==> src/rtl/wb_seq_pkg.sv <==
// Shared types and constants for the accumulator writeback sequencer.
// Optional IN-port timeout is enabled with WB_SEQ_IN_TIMEOUT_EN.
package wb_seq_pkg;

   typedef enum logic [2:0] {
      OP_NONE = 3'd0,
      OP_MDR  = 3'd1,
      OP_ALU  = 3'd2,
      OP_IMM  = 3'd3,
      OP_LLI  = 3'd4,
      OP_SLLI = 3'd5,
      OP_IN   = 3'd6,
      OP_OUT  = 3'd7
   } op_kind_t;

   typedef enum logic [2:0] {
      S_IDLE     = 3'd0,
      S_WRITE    = 3'd1,
      S_WAIT_IN  = 3'd2,
      S_OUT_LOAD = 3'd3,
      S_OUT_HOLD = 3'd4
   } state_t;

   localparam logic [1:0] REGSRC_MDR = 2'd0;
   localparam logic [1:0] REGSRC_ALU = 2'd1;
   localparam logic [1:0] REGSRC_IMM = 2'd2;
   localparam logic [1:0] REGSRC_IN  = 2'd3;

   // LLI/SLLI take their operand from the immediate path.
   function automatic logic [1:0] regsrc_for(op_kind_t kind);
      case (kind)
         OP_ALU:                  return REGSRC_ALU;
         OP_IMM, OP_LLI, OP_SLLI: return REGSRC_IMM;
         default:                 return REGSRC_MDR;
      endcase
   endfunction

endpackage

==> src/rtl/wb_in_timer.sv <==
// 8-bit WAIT_IN cycle counter with clear, enable and expire-at-limit.
// Only instantiated when WB_SEQ_IN_TIMEOUT_EN is defined.
module wb_in_timer #(
   parameter int unsigned LIMIT = 255
) (
   input  logic clk,
   input  logic reset,
   input  logic clear,
   input  logic en,
   output logic expire
);

   logic [7:0] count;

   always_ff @(posedge clk or posedge reset) begin
      if (reset) begin
         count <= '0;
      end else if (clear) begin
         count <= '0;
      end else if (en) begin
         count <= count + 8'd1;
      end
   end

   assign expire = (count == 8'(LIMIT));

endmodule

==> src/rtl/writeback_sequencer.sv <==
// Multicycle writeback controller: accumulator write, INPUT and output handshakes.
// Define WB_SEQ_IN_TIMEOUT_EN to abort WAIT_IN after TIMEOUT_CYCLES idle cycles.
module writeback_sequencer
   import wb_seq_pkg::*;
#(
   parameter int unsigned TIMEOUT_CYCLES = 255
) (
   input  logic       CLK,
   input  logic       reset,
   input  logic       op_valid,
   input  logic [2:0] op_kind,
   output logic       op_ready,
   input  logic       in_valid,
   output logic       in_ack,
   output logic       out_valid,
   input  logic       out_ready,
   output logic [1:0] regsrc,
   output logic       regw,
   output logic       isLLI,
   output logic       isSLLI,
   output logic       outputw,
   output logic       done,
   output logic       in_timeout
);

   state_t   state;
   op_kind_t kind;
   logic     expire;

`ifdef WB_SEQ_IN_TIMEOUT_EN
   logic timer_clear;
   logic timer_en;

   // Counter only runs while waiting with no data; any exit clears it.
   assign timer_clear = (state != S_WAIT_IN) || in_valid || expire;
   assign timer_en    = (state == S_WAIT_IN) && !in_valid && !expire;

   wb_in_timer #(
      .LIMIT (TIMEOUT_CYCLES)
   ) u_in_timer (
      .clk    (CLK),
      .reset  (reset),
      .clear  (timer_clear),
      .en     (timer_en),
      .expire (expire)
   );
`else
   logic unused_timeout_cfg;

   assign unused_timeout_cfg = ^TIMEOUT_CYCLES[7:0];
   assign expire             = 1'b0;
`endif

   always_ff @(posedge CLK or posedge reset) begin
      if (reset) begin
         state <= S_IDLE;
         kind  <= OP_NONE;
      end else begin
         case (state)
            S_IDLE: begin
               if (op_valid) begin
                  kind <= op_kind_t'(op_kind);
                  case (op_kind_t'(op_kind))
                     OP_IN:   state <= S_WAIT_IN;
                     OP_OUT:  state <= S_OUT_LOAD;
                     default: state <= S_WRITE;
                  endcase
               end
            end
            S_WRITE:    state <= S_IDLE;
            S_WAIT_IN: begin
               if (in_valid || expire) begin
                  state <= S_IDLE;
               end
            end
            S_OUT_LOAD: state <= S_OUT_HOLD;
            S_OUT_HOLD: begin
               if (out_ready) begin
                  state <= S_IDLE;
               end
            end
            default:    state <= S_IDLE;
         endcase
      end
   end

   always_comb begin
      op_ready   = 1'b0;
      in_ack     = 1'b0;
      out_valid  = 1'b0;
      regsrc     = REGSRC_MDR;
      regw       = 1'b0;
      isLLI      = 1'b0;
      isSLLI     = 1'b0;
      outputw    = 1'b0;
      done       = 1'b0;
      in_timeout = 1'b0;
      case (state)
         S_IDLE: op_ready = 1'b1;
         S_WRITE: begin
            regsrc = regsrc_for(kind);
            regw   = (kind != OP_NONE);
            isLLI  = (kind == OP_LLI);
            isSLLI = (kind == OP_SLLI);
            done   = 1'b1;
         end
         S_WAIT_IN: begin
            regsrc = REGSRC_IN;
            // Arriving data takes priority over a simultaneous expiry.
            if (in_valid) begin
               regw   = 1'b1;
               in_ack = 1'b1;
               done   = 1'b1;
            end else if (expire) begin
               in_timeout = 1'b1;
               done       = 1'b1;
            end
         end
         S_OUT_LOAD: outputw = 1'b1;
         S_OUT_HOLD: begin
            out_valid = 1'b1;
            done      = out_ready;
         end
         default: ;
      endcase
   end

endmodule
==> config.mk <==
export PLATFORM = sky130hd
export DESIGN_NAME = writeback_sequencer
export DESIGN_NICKNAME = d
export VERILOG_FILES = /design/src/rtl/wb_seq_pkg.sv /design/src/rtl/wb_in_timer.sv /design/src/rtl/writeback_sequencer.sv
export SDC_FILE = /design/constraint.sdc
export NUM_CORES = 1
export LEC_CHECK = 0
export CAP_MARGIN = 25
export CORE_AREA = 2 2 39 41
export CTS_CLUSTER_SIZE = 20
export DETAILED_ROUTE_END_ITERATION = 8
export DIE_AREA = 0 0 41 43
export PLACE_DENSITY = 0.63
export SETUP_SLACK_MARGIN = 0.15
export SYNTH_ARGS = -nofsm -noshare
export SYNTH_HDL_FRONTEND = slang
export SYNTH_HIERARCHICAL = 1
export SYNTH_SLANG_ARGS = --single-unit
==> constraint.sdc <==
create_clock -name CLK -period 1.8 [get_ports CLK]
set_clock_uncertainty 0.05 [all_clocks]
set_input_delay 0.36 -clock CLK [delete_from_list [all_inputs] [get_ports CLK]]
set_output_delay 0.36 -clock CLK [all_outputs]
set_load 0.03 [all_outputs]
Yosys cells after proc, flatten, opt, wreduce, memory -nomap -nowiden
Cells that the tools add are included.
W data, S select, Z words.
{ "totals": {"reg_bits": 6, "inputBits": 8, "output_inout_bits": 11, "word_cells": 36} }
{ "classes": {"n_eq_ne": 13, "muxes": 16, "n_reduce_logical": 5} }
{ "ops": {"columns": ["op", "n"], "rows": [
  ["$eq A3 B3 Y1 const B", 5],
  ["$eq A3 B2 Y1 const B", 4],
  ["$pmux W2 S2", 3],
  ["$pmux W3 S4", 1],
  ["$mux W3", 3],
  ["$mux W1", 7],
  ["$ne A2 B2 Y1 const B", 3],
  ["$eq A3 B1 Y1 const B", 1],
  ["$logic_not A3 Y1", 1],
  ["$pmux W1 S3", 1],
  ["$reduce_and A3 Y1", 1],
  ["$reduce_bool A3 Y1", 1],
  ["$reduce_or A3 Y1", 1],
  ["$pmux W1 S2", 1],
  ["$reduce_and A2 Y1", 1]
]} }

Longest topological paths before layout
Gate-level depths: netlist (run 1).
{ "depth": {"word_depth": 4, "ltp_mapped": 3} }

Worst setup path before layout (run 1)
OpenSTA, ideal clock, no wires.
{ "synth_path": {"kind": "register to output", "from": "register state[1]", "to": "output regsrc[0]", "arrival_ps": 1519, "slack_ps": -129, "path_stages_with_launch": 4, "n_path_buf": 1, "cell_sequence": "dfrtp_1 > buf_2 > nand4bb_1 > o32ai_1"} }
{ "synth_between": {"elab_chain_cells": 2} }
{ "synth_lines": {"columns": ["element", "line", "source"], "rows": [
  ["from (decl)", "writeback_sequencer.sv:26", "state_t state;"],
  ["from (signal assigned)", "writeback_sequencer.sv:56", "state <= S_IDLE;"],
  ["from (signal assigned)", "writeback_sequencer.sv:64", "OP_IN: state <= S_WAIT_IN;"],
  ["from (signal assigned)", "writeback_sequencer.sv:65", "OP_OUT: state <= S_OUT_LOAD;"],
  ["$eq A3 B2 Y1 / $eq A3 B1 Y1 (equally long branches)", "writeback_sequencer.sv:98", "case (state)"],
  ["$pmux W2 S2 *", "writeback_sequencer.sv:98", null],
  ["to (decl)", "writeback_sequencer.sv:17", "output logic [1:0] regsrc,"]
]} }
Every way passes the cells marked *; elsewhere a longest branch is shown, timed or not.

Worst setup path in the final report (run 1)
{ "layout_path": {"from": "register state[2]", "to": "output regsrc[0]"} }
The elaborated chain is that of the path after synthesis.

==> impl_metrics.tcl, run 1 <==
set metrics [dict create \
    cts_tree "built" \
    synth_top_area_share_pct 33.90 \
    synthFlopType "dfrtp_1" \
    hold_violations 0 \
    synth_area_leader_cell "dfrtp_1" \
    totalWireLength_mm 1.056 \
    antennaDiodeCount 0 \
    path_clk_slew_ps 40 \
    cts_root_buf "clkbuf_4" \
    routed_via_density 4.678 \
    cpMaxStageDelayCell "dfrtp_1" \
    drt_first_pass_iters 2 \
    htree_levels 1 \
    dpl.hpwl_um 747.7 \
    worstSetupPathType "flip-flop to output pin" \
    min_period_over_period_pct 98.99 \
    powerDensity_nw_per_um2 820.1 \
    hp-class "input port to async pin" \
    r2r_cells 4 \
    initial_core_util_pct 32.01 \
    cts_sinks 6 \
    fin_area_um2 809.5 \
    ys_seq_elements 6 \
    r2r_end "kind[1]" \
    synth_edf_count 0 \
    grt_pass1_vias 438 \
    ios 19 \
    cp-end-kind "output pin" \
    die_w_um 41 \
    cp-start-kind "flip-flop" \
    ys_top_cells_by_area "dfrtp_1 (34%), mux2_2 (7.6%), nand4bb_1 (7.6%), nor4b_4 (5.4%), nor3_2 (4.5%)" \
    status "finished, final reports clean" \
    maxCapViolations 0 \
    cp_data_arrival_time_ps 1370 \
    rsz0062_at_grt "true" \
    yosysSeqAreaShare_pct 33.90 \
    cts_max_path_buffers 2 \
    rrSetupSlack_ps 200 \
    drc_errors 0 \
    setup_viol 0 \
    area_growth_pct 82.77 \
    die_area_um2 1763 \
    holdBufCountCts 0 \
    cp_slowest_stage_delay_ps 400 \
    vdd_ir_drop_max_mv 0.5008 \
    coreArea_um2 1384 \
    path_delay_family "flip-flops" \
    crit_fanout 5 \
    clk_latency_ps 240 \
    fmax_mhz 561.2 \
    fin_crit_ps 1782 \
    leakage_nw 0.3750 \
    ys_warn_count 6 \
    antenna_found_initial 0 \
    overflow 0 \
    dpl.cell_count 76 \
    ys_async_sr_fraction_pct 100.0 \
    drv_slew 0 \
    nets 81 \
    via_count 407 \
    gr-usage-all-layers_pct 14.94 \
    fp.dieH_um 43 \
    yosys-top-cells-count "dfrtp_1 (6), inv_1 (4), mux2_2 (3), nand4bb_1 (3)" \
    tns_ps 0 \
    cts_buffers 3 \
    drt_iter0_drc 2 \
    ys_types 26 \
    drive_gt1_share_pct 59.15 \
    place.gp.congestion 0.6914 \
    required_ps 1390 \
    rows 14 \
    path_cells "buf_12 > nand4bb_1 > o32ai_2 > buf_4" \
    io_buffer_count 17 \
    post_dp_cell_area_um2 653.1 \
    wl_per_cell_um 12.14 \
    avgSynthCellArea_um2 10.30 \
    synthCells 43 \
    critPathBufInv 2 \
    instances_no_fill 87 \
    grt_pass1_wl_mm 1.807 \
    r2r_start "state[2]" \
    post-synth-top-count-cell "dfrtp_1" \
    postRouteAntennaNets 0 \
    synth_fp_nets 51 \
    grt_max_degree 8 \
    netlist_area_um2 442.9 \
]
area by class of cell:
type                    instances  area [µm²]
inverters                       4       15.01
flip-flops and latches          6       150.1
well taps                      16       20.02
fillers                       130       574.3
clock buffers                   3       22.52
multi-input cells              29       320.3
repair buffers                 29       281.5
state kept, by name (all words and copies together), names as in the netlist:
signal,flops
kind,3
state,3
layout by cell type (no fill, tap or decap), types with 2 or more instances in the layout:
master           synthesis  layout
inv_1                    4       4
buf_4                    1      13
nand2b_4                 0       2
nor3_4                   0       3
clkdlybuf4s50_1          0       7
dfrtp_1                  6       6
nand4bb_1                3       3
mux2_2                   3       3
buf_6                    1       7
clkbuf_4                 0       3
routing by layer:
metal	up-vias	track usage [%]	part of all wire [%]
met1	187	19.06	42
li1	212	-	-
met3	0	1.571	3.2
met4	0	6.000	0
met2	8	24.38	55
met5	-	0	0
power breakdown:
part	leakage [nW]	internal, mW	switching, mW
sequential	0.0751	0.160	0.0374
clock	0.0138	0.0749	0.0414
combinational	0.286	0.179	0.171
total	0.375	0.414	0.250
per-stage QoR:
| step | power [mW] | hold slack (ps) | worst slack (ps) | util, % |
|---|---|---|---|---|
| floorplan | 0.3954 | 101.0 | 71.86 | - |
| global placement | 0.4798 | 527.3 | 120.3 | 47.20 |
| detailed placement | 0.4828 | 539.0 | 114.8 | 47.20 |
| CTS | 0.6343 | 287.8 | 1.926 | 54.16 |
| global route | 0.7059 | 310.4 | -48.34 | 58.50 |
| finish | 0.6639 | 286.0 | 18.23 | 58.50 |
logic make-up after synthesis:
group,Yosys count,share of synthesized area [%]
XOR/XNOR,1,1.978
buffers and inverters,8,9.887
flip-flops,6,33.90
other,1,0.8466
AND/OR/NAND/NOR,18,34.18
multiplexers,3,7.627
AO/OA/AOI/OAI,6,11.58
worst max path at each step:
| stage | start | to | slack [ps] | cells past startpoint |
|---|---|---|---|---|
| 2_1_floorplan | state[2] | regw | 70 | 3 |
| 3_3_place_gp | in_valid | done | 120 | 4 |
| 3_5_place_dp | in_valid | done | 110 | 4 |
| 4_1_cts | state[2] | regsrc[0] | 2 | 4 |
| 5_1_grt | state[2] | isSLLI | -50 | 3 |
| 6_report | state[2] | regsrc[0] | 20 | 4 |
timing repair:
action | 4_1_cts | 5_1_grt
setup buffers | 7 | 1
endpoints found under the setup margin | 8 | 10
pin swaps | 4 | 2
gates resized for setup | 6 | 11
endpoints found under the hold margin | 0 | 0
Power figures use the tool's default switching activity.
==> inputs of run 2 (changes only) <==
--- a/config.mk
+++ b/config.mk
@@ -12,6 +12,7 @@
 export DIE_AREA = 0 0 41 43
 export PLACE_DENSITY = 0.63
 export SETUP_SLACK_MARGIN = 0.15
+export SKIP_CTS_REPAIR_TIMING = 1
 export SYNTH_ARGS = -nofsm -noshare
 export SYNTH_HDL_FRONTEND = slang
 export SYNTH_HIERARCHICAL = 1
==> impl_metrics.tcl, run 2 (same netlist as run 1, synthesis figures left out) <==
set metrics [dict create \
    gr-usage-all-layers_pct 12.50 \
    wl_per_cell_um 11.62 \
    cp-start-kind "flip-flop" \
    seq_area_um2 151.4 \
    switchingPower_uw 247.8 \
    status "complete, but fails checks" \
    overflow 0 \
    p_comb_share_pct 52.1 \
    drv_slew 0 \
    path_cells "or3b_4 > o21ai_2 > buf_6" \
    setup_viol 3 \
    dpl.hpwl_um 747.7 \
    clockPowerShare_pct 17.7 \
    largestRegisters "kind (3), state (3)" \
    area_growth_pct 81.36 \
    htree_levels 1 \
    setup_ws_ps -9.184 \
    drt_first_pass_iters 3 \
    totalWireLength_um 999 \
    tns_ps -16.68 \
    io_buffer_count 17 \
    maxCapViolations 0 \
    required_ps 1390 \
    fp.dieH_um 43 \
    cp.depth 3 \
    grt_pass1_wl_mm 1.511 \
    cp_slowest_stage_delay_ps 450 \
    r2r_cells 4 \
    fin_util_pct 58.05 \
    cpMaxStageDelayCell "or3b_4" \
    ios 19 \
    fin_crit_ps 1809 \
    cts_root_buf "clkbuf_4" \
    rsz0062_at_grt "true" \
    place_ws_ps 114.8 \
    coreArea_um2 1384 \
    crit_fanout 4 \
    initial_core_util_pct 32.01 \
    routed_via_density 4.698 \
    postRouteAntennaNets 0 \
    fillCellCount 124 \
    vdd_ir_drop_max_mv 0.5017 \
    drive_gt1_share_pct 60.00 \
    grt_max_degree 12 \
    hp-class "input port to async pin" \
    cp_data_arrival_time_ps 1400 \
    cp-end-kind "output pin" \
    grt_pass1_vias 387 \
    layout.cells.most_common "buf_4" \
    via_count 404 \
    drt_iter0_drc 1 \
    cts_max_path_buffers 2 \
    final_cell_mix "buf_4 (12), buf_6 (8), clkdlybuf4s50_1 (7), dfrtp_1 (5)" \
    pwr-share-seq_pct 30.3 \
    critPathBufInv 1 \
    powerDensity_nw_per_um2 822.2 \
    drc_errors 0 \
    min_period_over_period_pct 100.5 \
    multi_input_area_um2 324.1 \
    path_clk_slew_ps 40 \
    cts_tree "built" \
    nets 80 \
    hold_violations 0 \
    path_delay_family "simple AND/OR/NAND/NOR gates" \
    failed_checks "setup timing" \
    cts_sinks 6 \
    clk_latency_ps 240 \
    switching_share_pct 37.52 \
    place.gp.congestion 0.6914 \
    leakage_nw 0.3550 \
    intPower_uw 412.6 \
    die_area_um2 1763 \
    die_w_um 41 \
    antenna_found_initial 0 \
    antennaDiodeCount 0 \
    rows 14 \
    cts_buffers 3 \
    worstSetupPathType "flip-flop to output pin" \
    fmax_mhz 552.7 \
]
-- run 2: cell types whose count changed in the layout (fill, tap and decap cells not counted), sizes merged --
cell,before,now
buf,22,21
-- run 2: path summary, 6_finish.rpt --
check | slack, ps | end | from
max in group asynchronous | 1210 | state[1] | reset
min in group CLK | 560 | kind[1] | kind[1]
worst max register to register | 220 | kind[1] | state[2]
worst max-delay path | -9 | regw | state[1]
worst min-delay path | 280 | state[0] | reset
worst min register to register | 560 | kind[1] | kind[1]
-- run 2: power groups by stage --
stage,combinational [mW],clock (mW),sequential (mW)
global route,0.367,0.129,0.205
finish,0.344,0.117,0.200
floorplan,0.204,0,0.191
CTS,0.284,0.124,0.197
detailed placement,0.284,0,0.199
global placement,0.281,0,0.199
-- run 2: routing by layer --
| metal | global-route usage (%) | wire length (µm) | up-vias |
|---|---|---|---|
| met4 | 6.000 | 0 | 0 |
| li1 | - | - | 210 |
| met3 | 1.571 | 32 | 0 |
| met1 | 16.39 | 415 | 186 |
| met2 | 19.38 | 551 | 8 |
| met5 | 0 | 0 | - |
-- run 2: cell type report --
cell class,instances,share of cell area [%]
clock buffers,3,2.804
flip-flops and latches,6,18.85
multi-input cells,29,40.34
inverters,4,1.869
repair buffers,28,33.64
well taps,16,2.492
-- run 2: per-stage QoR --
stage / instance area [µm²] / hold WS [ps] / instances / total power [mW]
global placement: 653.1 / 527.3 / 76 / 0.4798
global route: 803.3 / 310.0 / 86 / 0.7010
finish: 803.3 / 284.8 / 86 / 0.6604
detailed placement: 653.1 / 539.0 / 76 / 0.4828
CTS: 675.6 / 287.8 / 79 / 0.6048
floorplan: 480.5 / 101.0 / 43 / 0.3954
==> inputs of run 3 (changes only) <==
--- a/config.mk
+++ b/config.mk
@@ -5,7 +5,7 @@
 export SDC_FILE = /design/constraint.sdc
 export NUM_CORES = 1
 export LEC_CHECK = 0
-export CAP_MARGIN = 25
+export CAP_MARGIN = 0
 export CORE_AREA = 2 2 39 41
 export CTS_CLUSTER_SIZE = 20
 export DETAILED_ROUTE_END_ITERATION = 8
==> results of run 3 <==
No change in the layout: final DEF, timing and power equal those of run 2.
